--- src/rtl/hub75_row_driver_pkg.sv ---
// Shared types for the HUB75 row driver: panel geometry, row bundle,
// FSM state encoding, pin bundle and the column-to-pin mapping helper.
package hub75_row_driver_pkg;

    localparam int GL_NUM_COL_PIXELS = 32;
    localparam int GL_RGB_COL_W      = 3 * GL_NUM_COL_PIXELS;
    localparam int GL_RGB_ROW_W      = 2 * GL_RGB_COL_W;
    localparam int GL_COL_IDX_W      = $clog2(GL_NUM_COL_PIXELS);

    // One half-panel row: one bit per column for each colour plane.
    typedef struct packed {
        logic [GL_NUM_COL_PIXELS-1:0] red;
        logic [GL_NUM_COL_PIXELS-1:0] green;
        logic [GL_NUM_COL_PIXELS-1:0] blue;
    } rgb_col_t;

    typedef struct packed {
        rgb_col_t top;
        rgb_col_t bot;
    } rgb_row_t;

    typedef enum logic [2:0] {
        IDLE      = 3'd0,
        SHIFT     = 3'd1,
        WAIT_DISP = 3'd2,
        BLANK     = 3'd3,
        LATCH     = 3'd4
    } hub75_state_t;

    typedef struct packed {
        logic [5:0] rgb;
        logic       clk;
        logic       lat;
        logic       oe_n;
        logic [3:0] addr;
    } hub75_pins_t;

    // Pin order on the connector is {b1,g1,r1,b0,g0,r0}.
    function automatic logic [5:0] hub75_column_bits(
        input rgb_row_t                row,
        input logic [GL_COL_IDX_W-1:0] col
    );
        return {row.bot.blue[col], row.bot.green[col], row.bot.red[col],
                row.top.blue[col], row.top.green[col], row.top.red[col]};
    endfunction

endpackage

--- src/rtl/hub75_column_shifter.sv ---
// Serialises one rgb_row_t onto the six colour pins and the shift clock,
// last column first.
// Ports: clk_in/n_reset_in clock and async active-low reset; start_in loads
//  column N-1 from row_in on this edge; row_in must stay valid while busy;
//  busy_out high while shifting; done_out high in the final cycle of the
//  last column; rgb_out/clk_out registered panel colour bits and shift clock.
module hub75_column_shifter
    import hub75_row_driver_pkg::*;
#(
    parameter int unsigned SCLK_HALF_PERIOD = 2
) (
    input  logic       clk_in,
    input  logic       n_reset_in,
    input  logic       start_in,
    input  rgb_row_t   row_in,
    output logic       busy_out,
    output logic       done_out,
    output logic [5:0] rgb_out,
    output logic       clk_out
);

    localparam int DIV_W = (SCLK_HALF_PERIOD > 1) ? $clog2(SCLK_HALF_PERIOD) : 1;
    localparam int COL_W = GL_COL_IDX_W;

    logic             busy_q, busy_d;
    logic             high_q, high_d;
    logic [DIV_W-1:0] div_q, div_d;
    logic [COL_W-1:0] col_q, col_d;
    logic [5:0]       rgb_q, rgb_d;
    logic             sclk_q, sclk_d;
    logic             half_end;

    assign half_end = (div_q == DIV_W'(SCLK_HALF_PERIOD - 1));

    // Combinational so the top can leave SHIFT on the same edge the
    // clock returns low, keeping the shift window exactly N*2*H cycles.
    assign done_out = busy_q & high_q & half_end & (col_q == '0);
    assign busy_out = busy_q;
    assign rgb_out  = rgb_q;
    assign clk_out  = sclk_q;

    always_comb begin
        busy_d = busy_q;
        high_d = high_q;
        div_d  = div_q;
        col_d  = col_q;
        rgb_d  = rgb_q;
        sclk_d = sclk_q;
        if (start_in) begin
            busy_d = 1'b1;
            high_d = 1'b0;
            div_d  = '0;
            col_d  = COL_W'(GL_NUM_COL_PIXELS - 1);
            rgb_d  = hub75_column_bits(row_in, COL_W'(GL_NUM_COL_PIXELS - 1));
            sclk_d = 1'b0;
        end else if (busy_q) begin
            if (half_end) begin
                div_d = '0;
                if (!high_q) begin
                    sclk_d = 1'b1;
                    high_d = 1'b1;
                end else if (col_q == '0) begin
                    sclk_d = 1'b0;
                    high_d = 1'b0;
                    busy_d = 1'b0;
                end else begin
                    col_d  = col_q - COL_W'(1);
                    rgb_d  = hub75_column_bits(row_in, col_q - COL_W'(1));
                    sclk_d = 1'b0;
                    high_d = 1'b0;
                end
            end else begin
                div_d = div_q + DIV_W'(1);
            end
        end
    end

    always_ff @(posedge clk_in or negedge n_reset_in) begin
        if (!n_reset_in) begin
            busy_q <= 1'b0;
            high_q <= 1'b0;
            div_q  <= '0;
            col_q  <= '0;
            rgb_q  <= '0;
            sclk_q <= 1'b0;
        end else begin
            busy_q <= busy_d;
            high_q <= high_d;
            div_q  <= div_d;
            col_q  <= col_d;
            rgb_q  <= rgb_d;
            sclk_q <= sclk_d;
        end
    end

endmodule

--- src/rtl/hub75_row_driver.sv ---
// HUB75 row driver: accepts one row per valid/ready transfer, shifts it
// while the previous row stays lit, then blanks, latches and re-enables.
// Ports: clk_in/n_reset_in clock and async active-low reset; row_in,
//  row_address_in, row_valid_in, row_ready_out row handshake; row_done_out
//  one-cycle pulse after latch; panel_*_out registered connector pins.
module hub75_row_driver
    import hub75_row_driver_pkg::*;
#(
    parameter int unsigned SCLK_HALF_PERIOD = 2,
    parameter int unsigned BLANK_CYCLES     = 2,
    parameter int unsigned LATCH_CYCLES     = 2,
    parameter int unsigned DISPLAY_CYCLES   = 1000
) (
    input  logic       clk_in,
    input  logic       n_reset_in,
    input  rgb_row_t   row_in,
    input  logic [3:0] row_address_in,
    input  logic       row_valid_in,
    output logic       row_ready_out,
    output logic       row_done_out,
    output logic [5:0] panel_rgb_out,
    output logic       panel_clk_out,
    output logic       panel_lat_out,
    output logic       panel_oe_n_out,
    output logic [3:0] panel_addr_out
);

    localparam int CNT_W  = $clog2(DISPLAY_CYCLES + 1);
    localparam int PH_MAX = (BLANK_CYCLES > LATCH_CYCLES) ? BLANK_CYCLES : LATCH_CYCLES;
    localparam int PH_W   = (PH_MAX > 1) ? $clog2(PH_MAX) : 1;

    hub75_state_t state_q, state_d;
    rgb_row_t     hold_q, hold_d;
    logic [3:0]   addr_hold_q, addr_hold_d;
    logic         ready_q, ready_d;
    logic         done_q, done_d;
    logic         lat_q, lat_d;
    logic         oe_n_q, oe_n_d;
    logic [3:0]   addr_q, addr_d;
    logic [CNT_W-1:0] cnt_q, cnt_d;
    logic [PH_W-1:0]  ph_q, ph_d;

    logic        accept;
    logic        disp_done;
    rgb_row_t    shift_row;
    logic        sh_busy;
    logic        sh_done;
    logic [5:0]  sh_rgb;
    logic        sh_clk;
    hub75_pins_t pins;

    assign accept = row_valid_in & ready_q & ~sh_busy;

    // The counter hits zero on this edge, so the lit time is exactly
    // DISPLAY_CYCLES; a zero counter (after reset) also counts as expired.
    assign disp_done = (cnt_q <= CNT_W'(1));

    // The first column is taken straight from row_in on the accept edge.
    assign shift_row = accept ? row_in : hold_q;

    hub75_column_shifter #(
        .SCLK_HALF_PERIOD(SCLK_HALF_PERIOD)
    ) u_shifter (
        .clk_in    (clk_in),
        .n_reset_in(n_reset_in),
        .start_in  (accept),
        .row_in    (shift_row),
        .busy_out  (sh_busy),
        .done_out  (sh_done),
        .rgb_out   (sh_rgb),
        .clk_out   (sh_clk)
    );

    always_comb begin
        state_d     = state_q;
        hold_d      = hold_q;
        addr_hold_d = addr_hold_q;
        lat_d       = lat_q;
        oe_n_d      = oe_n_q;
        addr_d      = addr_q;
        ph_d        = ph_q;
        done_d      = 1'b0;
        cnt_d       = (cnt_q == '0) ? '0 : cnt_q - CNT_W'(1);
        unique case (state_q)
            IDLE: begin
                if (accept) begin
                    hold_d      = row_in;
                    addr_hold_d = row_address_in;
                    state_d     = SHIFT;
                end
            end
            SHIFT: begin
                if (sh_done) begin
                    if (disp_done) begin
                        state_d = BLANK;
                        oe_n_d  = 1'b1;
                        ph_d    = '0;
                    end else begin
                        state_d = WAIT_DISP;
                    end
                end
            end
            WAIT_DISP: begin
                if (disp_done) begin
                    state_d = BLANK;
                    oe_n_d  = 1'b1;
                    ph_d    = '0;
                end
            end
            BLANK: begin
                if (ph_q == PH_W'(BLANK_CYCLES - 1)) begin
                    state_d = LATCH;
                    lat_d   = 1'b1;
                    addr_d  = addr_hold_q;
                    ph_d    = '0;
                end else begin
                    ph_d = ph_q + PH_W'(1);
                end
            end
            LATCH: begin
                if (ph_q == PH_W'(LATCH_CYCLES - 1)) begin
                    state_d = IDLE;
                    lat_d   = 1'b0;
                    oe_n_d  = 1'b0;
                    done_d  = 1'b1;
                    cnt_d   = CNT_W'(DISPLAY_CYCLES);
                    ph_d    = '0;
                end else begin
                    ph_d = ph_q + PH_W'(1);
                end
            end
            default: state_d = IDLE;
        endcase
        ready_d = (state_d == IDLE);
    end

    always_ff @(posedge clk_in or negedge n_reset_in) begin
        if (!n_reset_in) begin
            state_q     <= IDLE;
            hold_q      <= '0;
            addr_hold_q <= '0;
            ready_q     <= 1'b0;
            done_q      <= 1'b0;
            lat_q       <= 1'b0;
            oe_n_q      <= 1'b1;
            addr_q      <= '0;
            cnt_q       <= '0;
            ph_q        <= '0;
        end else begin
            state_q     <= state_d;
            hold_q      <= hold_d;
            addr_hold_q <= addr_hold_d;
            ready_q     <= ready_d;
            done_q      <= done_d;
            lat_q       <= lat_d;
            oe_n_q      <= oe_n_d;
            addr_q      <= addr_d;
            cnt_q       <= cnt_d;
            ph_q        <= ph_d;
        end
    end

    assign pins = '{rgb: sh_rgb, clk: sh_clk, lat: lat_q,
                    oe_n: oe_n_q, addr: addr_q};

    assign row_ready_out  = ready_q;
    assign row_done_out   = done_q;
    assign panel_rgb_out  = pins.rgb;
    assign panel_clk_out  = pins.clk;
    assign panel_lat_out  = pins.lat;
    assign panel_oe_n_out = pins.oe_n;
    assign panel_addr_out = pins.addr;

endmodule
--- config.mk ---
export PLATFORM = sky130hd
export DESIGN_NAME = hub75_row_driver
export DESIGN_NICKNAME = d
export VERILOG_FILES = /design/src/rtl/hub75_row_driver_pkg.sv /design/src/rtl/hub75_column_shifter.sv /design/src/rtl/hub75_row_driver.sv
export SDC_FILE = /design/constraint.sdc
export NUM_CORES = 1
export LEC_CHECK = 0
export BUFFER_PORTS_ARGS = -buffer_cell sky130_fd_sc_hd__buf_2
export CAP_MARGIN = 0
export CORE_ASPECT_RATIO = 2
export CORE_MARGIN = 5
export CORE_UTILIZATION = 53
export CTS_BUF_LIST = sky130_fd_sc_hd__clkbuf_8
export CTS_CLUSTER_DIAMETER = 30
export DETAILED_ROUTE_END_ITERATION = 10
export GPL_TIMING_DRIVEN = 0
export PLACE_DENSITY = 0.77
export SLEW_MARGIN = 40
export SYNTH_ARGS = -nofsm -noshare
export SYNTH_HDL_FRONTEND = slang
export SYNTH_SLANG_ARGS = --single-unit
--- constraint.sdc ---
create_clock -name clk_in -period 3.2 [get_ports clk_in]
set_clock_uncertainty 0.1 [all_clocks]
set_input_delay 0.16 -clock clk_in [delete_from_list [all_inputs] [get_ports clk_in]]
set_output_delay 0.16 -clock clk_in [all_outputs]
set_load 0.02 [all_outputs]
## After elaboration in Yosys (flattened, before gate mapping)

Cells that the tools add are included.

| word-level totals | value |
|---|---|
| input bits | 199 |
| output and inout bits | 15 |
| bits in registers | 232 |

| cells by class | value |
|---|---|
| reductions and logical operators | 18 |
| bitwise logic cells | 6 |
| equality and inequality tests | 8 |
| $lt $le $gt $ge | 2 |
| add/subtract/negate cells | 4 |
| muxes and demuxes | 57 |

Operator list:

| cell | number |
|---|---|
| $mux 192 | 1 |
| $bmux 1 s5 | 6 |
| $mux 10 | 3 |
| $mux 6 | 5 |
| $mux 1 | 28 |
| $mux 5 | 5 |
| $mux 3 | 5 |
| $pmux 3 s5 | 1 |
| $le 10x1->1 const B | 1 |
| $logic_not 10->1 | 1 |
| $sub 10x1->10 const B | 1 |
| $ne 2x2->1 const B | 4 |
| $reduce_and 2->1 | 4 |
| $reduce_bool 2->1 | 4 |
| $eq 3x2->1 const B | 2 |
| $logic_not 3->1 | 2 |
| $lt 5x6->1 const B | 1 |
| $pmux 1 s3 | 2 |
| $reduce_and 3->1 | 2 |
| $reduce_bool 3->1 | 2 |
| $and 1x1->1 | 5 |
| $logic_not 5->1 | 1 |
| $sub 5x1->5 const B | 1 |
| $reduce_and 4->1 | 1 |
| 6 further kinds | 7 |

## Logic depth before layout (Yosys ltp)

| logic depth | value |
|---|---|
| word-level depth | 10 |
| depth in mapped cells | 13 |

## Hierarchy

Synthesis repeated with hierarchy kept, for this count alone.

| unflattened totals | value |
|---|---|
| cells, all modules | 997 |
| area total of the unflattened synthesis | 13650.6 µm² |

By module, submodules not included:

| module | instances | cells an instance | seq. area each (µm²) | area each (µm²) |
|---|---|---|---|---|
| hub75_row_driver | 1 | 730 | 5456.5 | 11174.5 |
| hub75_column_shifter | 1 | 267 | 350.3 | 2476.1 |

## Worst setup path before layout

Ideal clock, no wire load.

| timing path | value |
|---|---|
| kind | reg-to-reg |
| start | register u_shifter.col_q[0] |
| end | register u_shifter.rgb_q[4], in the netlist u_shifter.rgb_out[4] |
| setup time | 135 ps |
| path buffers | 4 |
| arrival time | 2762 ps |
| data required time | 2965 ps |
| setup slack | 203 ps |
| cell stages (with the launch flop) | 11 |
| cell sequence | dfrtp_1 clkinv_1 buf_4 ha_1 buf_2 buf_2 buf_1 mux4_1 mux4_2 mux2i_1 o211ai_1 |

| between the ends | value |
|---|---|
| word-level cells in the longest chain between the ends | 8 |

RTL lines:

| element | RTL line | source |
|---|---|---|
| start: declaration | hub75_column_shifter.sv:28 | `logic [COL_W-1:0] col_q, col_d;` |
| start signal: assignment | hub75_column_shifter.sv:90 | `col_q <= col_d;` |
| $sub 5x1->5 | hub75_column_shifter.sv:68 | `rgb_d = hub75_column_bits(row_in, col_q - COL_W'(1));` |
| $bmux 1 s5 | hub75_row_driver_pkg.sv:43 | `return {row.bot.blue[col], row.bot.green[col], row.bot.red[col],` |
| $mux 1 (not written as such) | hub75_row_driver_pkg.sv:43 |  |
| $mux 6 | hub75_column_shifter.sv:62 | `end else if (col_q == '0) begin` |
| $mux 6 | hub75_column_shifter.sv:59 | `if (!high_q) begin` |
| $mux 6 | hub75_column_shifter.sv:57 | `if (half_end) begin` |
| $mux 6 | hub75_column_shifter.sv:56 | `end else if (busy_q) begin` |
| $mux 6 | hub75_column_shifter.sv:49 | `if (start_in) begin` |
| end signal: assignment | hub75_column_shifter.sv:91 | `rgb_q <= rgb_d;` |
| end: declaration | hub75_column_shifter.sv:29 | `logic [5:0] rgb_q, rgb_d;` |

Parallel ways exist; a longest one is shown, timed or not. The select of a mux whose other input is x is not followed.
A chain may end at the register's enable or synchronous reset.

## Worst setup path after layout

| timing path | value |
|---|---|
| start | register u_shifter.col_q[0] |
| end | register u_shifter.rgb_q[2], in the netlist u_shifter.rgb_out[2] |

| between the ends | value |
|---|---|
| word-level cells in the longest chain between the ends | 8 |

RTL lines:

| element | RTL line | source |
|---|---|---|
| $sub 5x1->5 | hub75_column_shifter.sv:68 |  |
| $bmux 1 s5 | hub75_row_driver_pkg.sv:44 | `row.top.blue[col], row.top.green[col], row.top.red[col]};` |
| $mux 1 (not written as such) | hub75_row_driver_pkg.sv:44 |  |
| $mux 6 | hub75_column_shifter.sv:62 |  |
| $mux 6 | hub75_column_shifter.sv:59 |  |
| $mux 6 | hub75_column_shifter.sv:57 |  |
| $mux 6 | hub75_column_shifter.sv:56 |  |
| $mux 6 | hub75_column_shifter.sv:49 |  |

Parallel ways exist; a longest one is shown, timed or not. The select of a mux whose other input is x is not followed.

==> impl_metrics.json <==
{
  "internal-power_w": 0.004767,
  "fmax_mhz": 319.3,
  "synth-edff-count": 0,
  "clockPowerShare": 0.452,
  "placementRows": 79,
  "first_iter_violations": 1158,
  "arrival_ns": 3.47,
  "start_kind": "flop",
  "wl_um": 42910,
  "switching_share": 0.2290,
  "synth_largest_area_cell": "dfrtp_1",
  "dp_hpwl_um": 27530,
  "rsz0062_at_grt": "false",
  "tightest_slew_ns": 0.7592,
  "num_vias": 10550,
  "place_ws_ns": -1.129,
  "yosysWarnings": 0,
  "timing.final.ws_setup_ns": 0.06770,
  "nNetsFinal": 1598,
  "fp.coreArea_um2": 23030,
  "top_layer_used": "met4",
  "wl_per_cell_um": 25.17,
  "dr_wl_met2_um": 21260,
  "vias_per_cell": 6.188,
  "slowest_stage": "a2111oi_1",
  "critPathKind": "reg2reg",
  "firstDrtPassIters": 7,
  "drive_gt1_frac": 0.4162,
  "cts_inserted_buffers": 37,
  "fin_crit_ns": 3.132,
  "ir_worst_vdd_mv": 0.4673,
  "dieWidth_um": 117.7,
  "dieArea_um2": 26530,
  "fillers": 1491,
  "yosys-top-cells-area": "dfrtp_1 47%, mux2_2 19%, mux4_2 7.5%",
  "route.layer.met1.wl_um": 14810,
  "cts.sinks": 232,
  "yosysSeqAreaShare": 0.4723,
  "async_flop_share": 1.000,
  "die_y_um": 225.4,
  "grt_pass1_vias": 11540,
  "synthCells": 937,
  "drc": 0,
  "status": "finished clean",
  "synth_top_flop_cell": "dfrtp_1",
  "critPathRequiredTime_ns": 3.54,
  "postSynthAreaPerCell_um2": 13.12,
  "synth_seq_cells": 232,
  "antenna_found_initial": 2,
  "finalMaxSlewViolations": 0,
  "drv_cap": 0,
  "hold_viol": 0,
  "pwr-share-seq": 0.474,
  "path_clk_slew_ns": 0.07,
  "synth_top_cell_area_share": 0.4702,
  "globalplace.congestion": 0.9432,
  "grt_use_total": 0.3204,
  "power.switching_w": 0.001415,
  "max_slew_margin": 0.4920,
  "slowest_delay_ns": 0.47,
  "crit_buf_inv": 3,
  "area_growth_pct": 36.60,
  "syn_area_um2": 12290,
  "synth_fp_nets": 1141,
  "start_util": 0.5338,
  "hp-class": "in2async",
  "clkLatencyLatePin_ns": 0.54,
  "cp_max_fo": 11,
  "grt_first_pass_wirelength_um": 65980,
  "finalCritPeriodShare": 0.9788,
  "cts_root_buffer": "clkbuf_8",
  "grt_max_degree": 73,
  "wl_met3_um": 3800,
  "p_per_area_nw_per_um2": 368.1,
  "fin_util": 0.7292,
  "io_buffers": 213,
  "cp_cell_sequence": "clkinv_4 > buf_4 > ha_1 > buf_2 > nor3b_4 > xor2_4 > nand2_1 > a2111oi_1 > nor4_1 > a31oi_1",
  "io_pins": 214,
  "overflow": 0,
  "clock_path_buffers": 3,
  "setup_violations": 0,
  "endpoint_kind": "flop",
  "total_leakage_power_nw": 8.203,
  "cts_tree": "built",
  "pwr-share-comb": 0.073,
  "drtAntennaViolNets": 0,
  "htreeDepth": 2,
  "yosys.cell_types.count": 62,
  "path_delay_family": "simple AND/OR/NAND/NOR gates"
}
[cell families (layout without fill, tap and decap cells)]
family          count (synthesis)  in the layout  share of synthesized area
flops                         232            232                     0.4723
other cells                     0              2                          0
simple gates                  168            168                    0.06646
compound gates                126            126                    0.07002
buf+inv                        77            560                    0.03440
xor+xnor                       13             13                    0.01079
fa+ha+maj                       5              5                   0.005089
mux                           316            316                     0.3409
[worst register-to-register path, cell delays in order, from the launching register on]
cell and delay, ns:
dfrtp_1 0.43, clkinv_4 0.10, buf_4 0.26, ha_1 0.19, buf_2 0.24, nor3b_4 0.38
xor2_4 0.33, nand2_1 0.25, a2111oi_1 0.47, nor4_1 0.14, a31oi_1 0.17
[routing by layer]
metal	vias to the layer above	track usage
met1	5213	0.3719
met2	688	0.5322
met4	0	0.2141
met5	-	0
li1	4457	-
met3	193	0.06883
[metrics by stage]
stage | instance area, um^2 | TNS (ns) | power, W | hold slack, ns | instances
detailed placement | 13820 | -5.897 | 0.003236 | -0.01331 | 1436
floorplan | 12290 | 0 | 0.003001 | -0.2356 | 937
finish | 16790 | 0 | 0.006182 | 0.02046 | 1705
CTS | 16720 | 0 | 0.006192 | 0.01536 | 1700
global route | 16790 | 0 | 0.006373 | 0.04736 | 1705
global placement | 13710 | -498.91 | 0.003214 | 0.2925 | 1433
[final timing paths]
check | from | to | slack (ns) | cells past startpoint
worst min-delay path | n_reset_in | hold_q[165] | 0.02 | 2
worst max register to register | u_shifter.col_q[0] | u_shifter.rgb_out[2] | 0.07 | 10
max in group asynchronous | n_reset_in | hold_q[124] | 1.64 | 5
min in group clk_in | row_in[170] | hold_q[170] | 0.31 | 3
worst max-delay path | u_shifter.col_q[0] | u_shifter.rgb_out[2] | 0.07 | 10
worst min register to register | cnt_q[0] | cnt_q[0] | 0.38 | 1
[registers in the layout, summed over array words and instances (netlist names)]
name / flops
addr_hold_q: 4
u_shifter.high_q: 1
panel_addr_out: 4
u_shifter.busy_out: 1
u_shifter.col_q: 5
u_shifter.rgb_out: 6
hold_q: 192
row_done_out: 1
ph_q: 1
state_q: 3
panel_lat_out: 1
u_shifter.div_q: 1
panel_oe_n_out: 1
cnt_q: 10
row_ready_out: 1
[layout make-up]
| cell class | count | area (um^2) | area share |
|---|---|---|---|
| multi-input combinational | 628 | 6128 | 0.3649 |
| inverter | 9 | 42.54 | 0.002533 |
| clock buffer | 47 | 646.9 | 0.03852 |
| timing repair buffer | 418 | 3171 | 0.1888 |
| buffer | 68 | 476.7 | 0.02839 |
| clock inverter | 18 | 162.7 | 0.009686 |
| antenna | 2 | 5.005 | 0.0002980 |
| sequential | 232 | 5807 | 0.3458 |
| tap | 283 | 354.1 | 0.02108 |
[power groups by stage]
stage	Sequential, W	Combinational (W)	Clock, W
floorplan	0.00299	0.0000134	0
global placement	0.00299	0.000226	0
detailed placement	0.00299	0.000249	0
CTS	0.00293	0.000439	0.00282
global route	0.00293	0.000489	0.00295
finish	0.00293	0.000454	0.00279
[cells in the final DEF, fill, tap and decap left out, drive strengths merged, types with 6 or more instances in the layout]
cell and count:
buf 271, dfrtp 231, mux2 204, dlygate4sd3 198, clkbuf 64, mux4 57
mux2i 55, nand2 52, nor2 38, o21ai 26, a211oi 22, a21oi 20
inv 16, nand3 16, nor2b 11, a22oi 10, xnor2 10, nor3 9
and3 8, o211ai 6, a2111oi 6
[synth_stat cells (3+ instances only)]
| master | number |
|---|---|
| xnor2_1 | 9 |
| o21ai_0 | 25 |
| dfrtp_1 | 231 |
| o31ai_1 | 3 |
| buf_1 | 5 |
| buf_4 | 7 |
| o21a_1 | 4 |
| mux2i_1 | 55 |
| a311oi_1 | 4 |
| buf_12 | 3 |
| nor4_1 | 5 |
| mux2_2 | 204 |
| mux4_1 | 16 |
| mux4_2 | 41 |
| a31oi_1 | 5 |
| clkbuf_1 | 16 |
| o211ai_1 | 6 |
| and3_1 | 8 |
| nor2b_1 | 11 |
| a2111oi_0 | 6 |
| nand3_1 | 16 |
| xor2_1 | 3 |
| nand2b_1 | 5 |
| nand2_1 | 52 |
| a22oi_1 | 10 |
| a21oi_1 | 20 |
| buf_2 | 35 |
| nor2_1 | 38 |
| and2_1 | 4 |
| or4_1 | 4 |
| nand4_1 | 5 |
| inv_1 | 8 |
| ha_1 | 5 |
| nor3_1 | 9 |
| a211oi_1 | 22 |
[timing repair]
action                     in CTS  in global routing
hold buffers                  198                  0
buffers inserted                1                  3
pin swaps                       2                  1
hold endpoints to repair      319                  0
gates resized for setup        31                 12
setup endpoints to repair       7                  6
No activity file was read; power rests on OpenSTA's default activity.
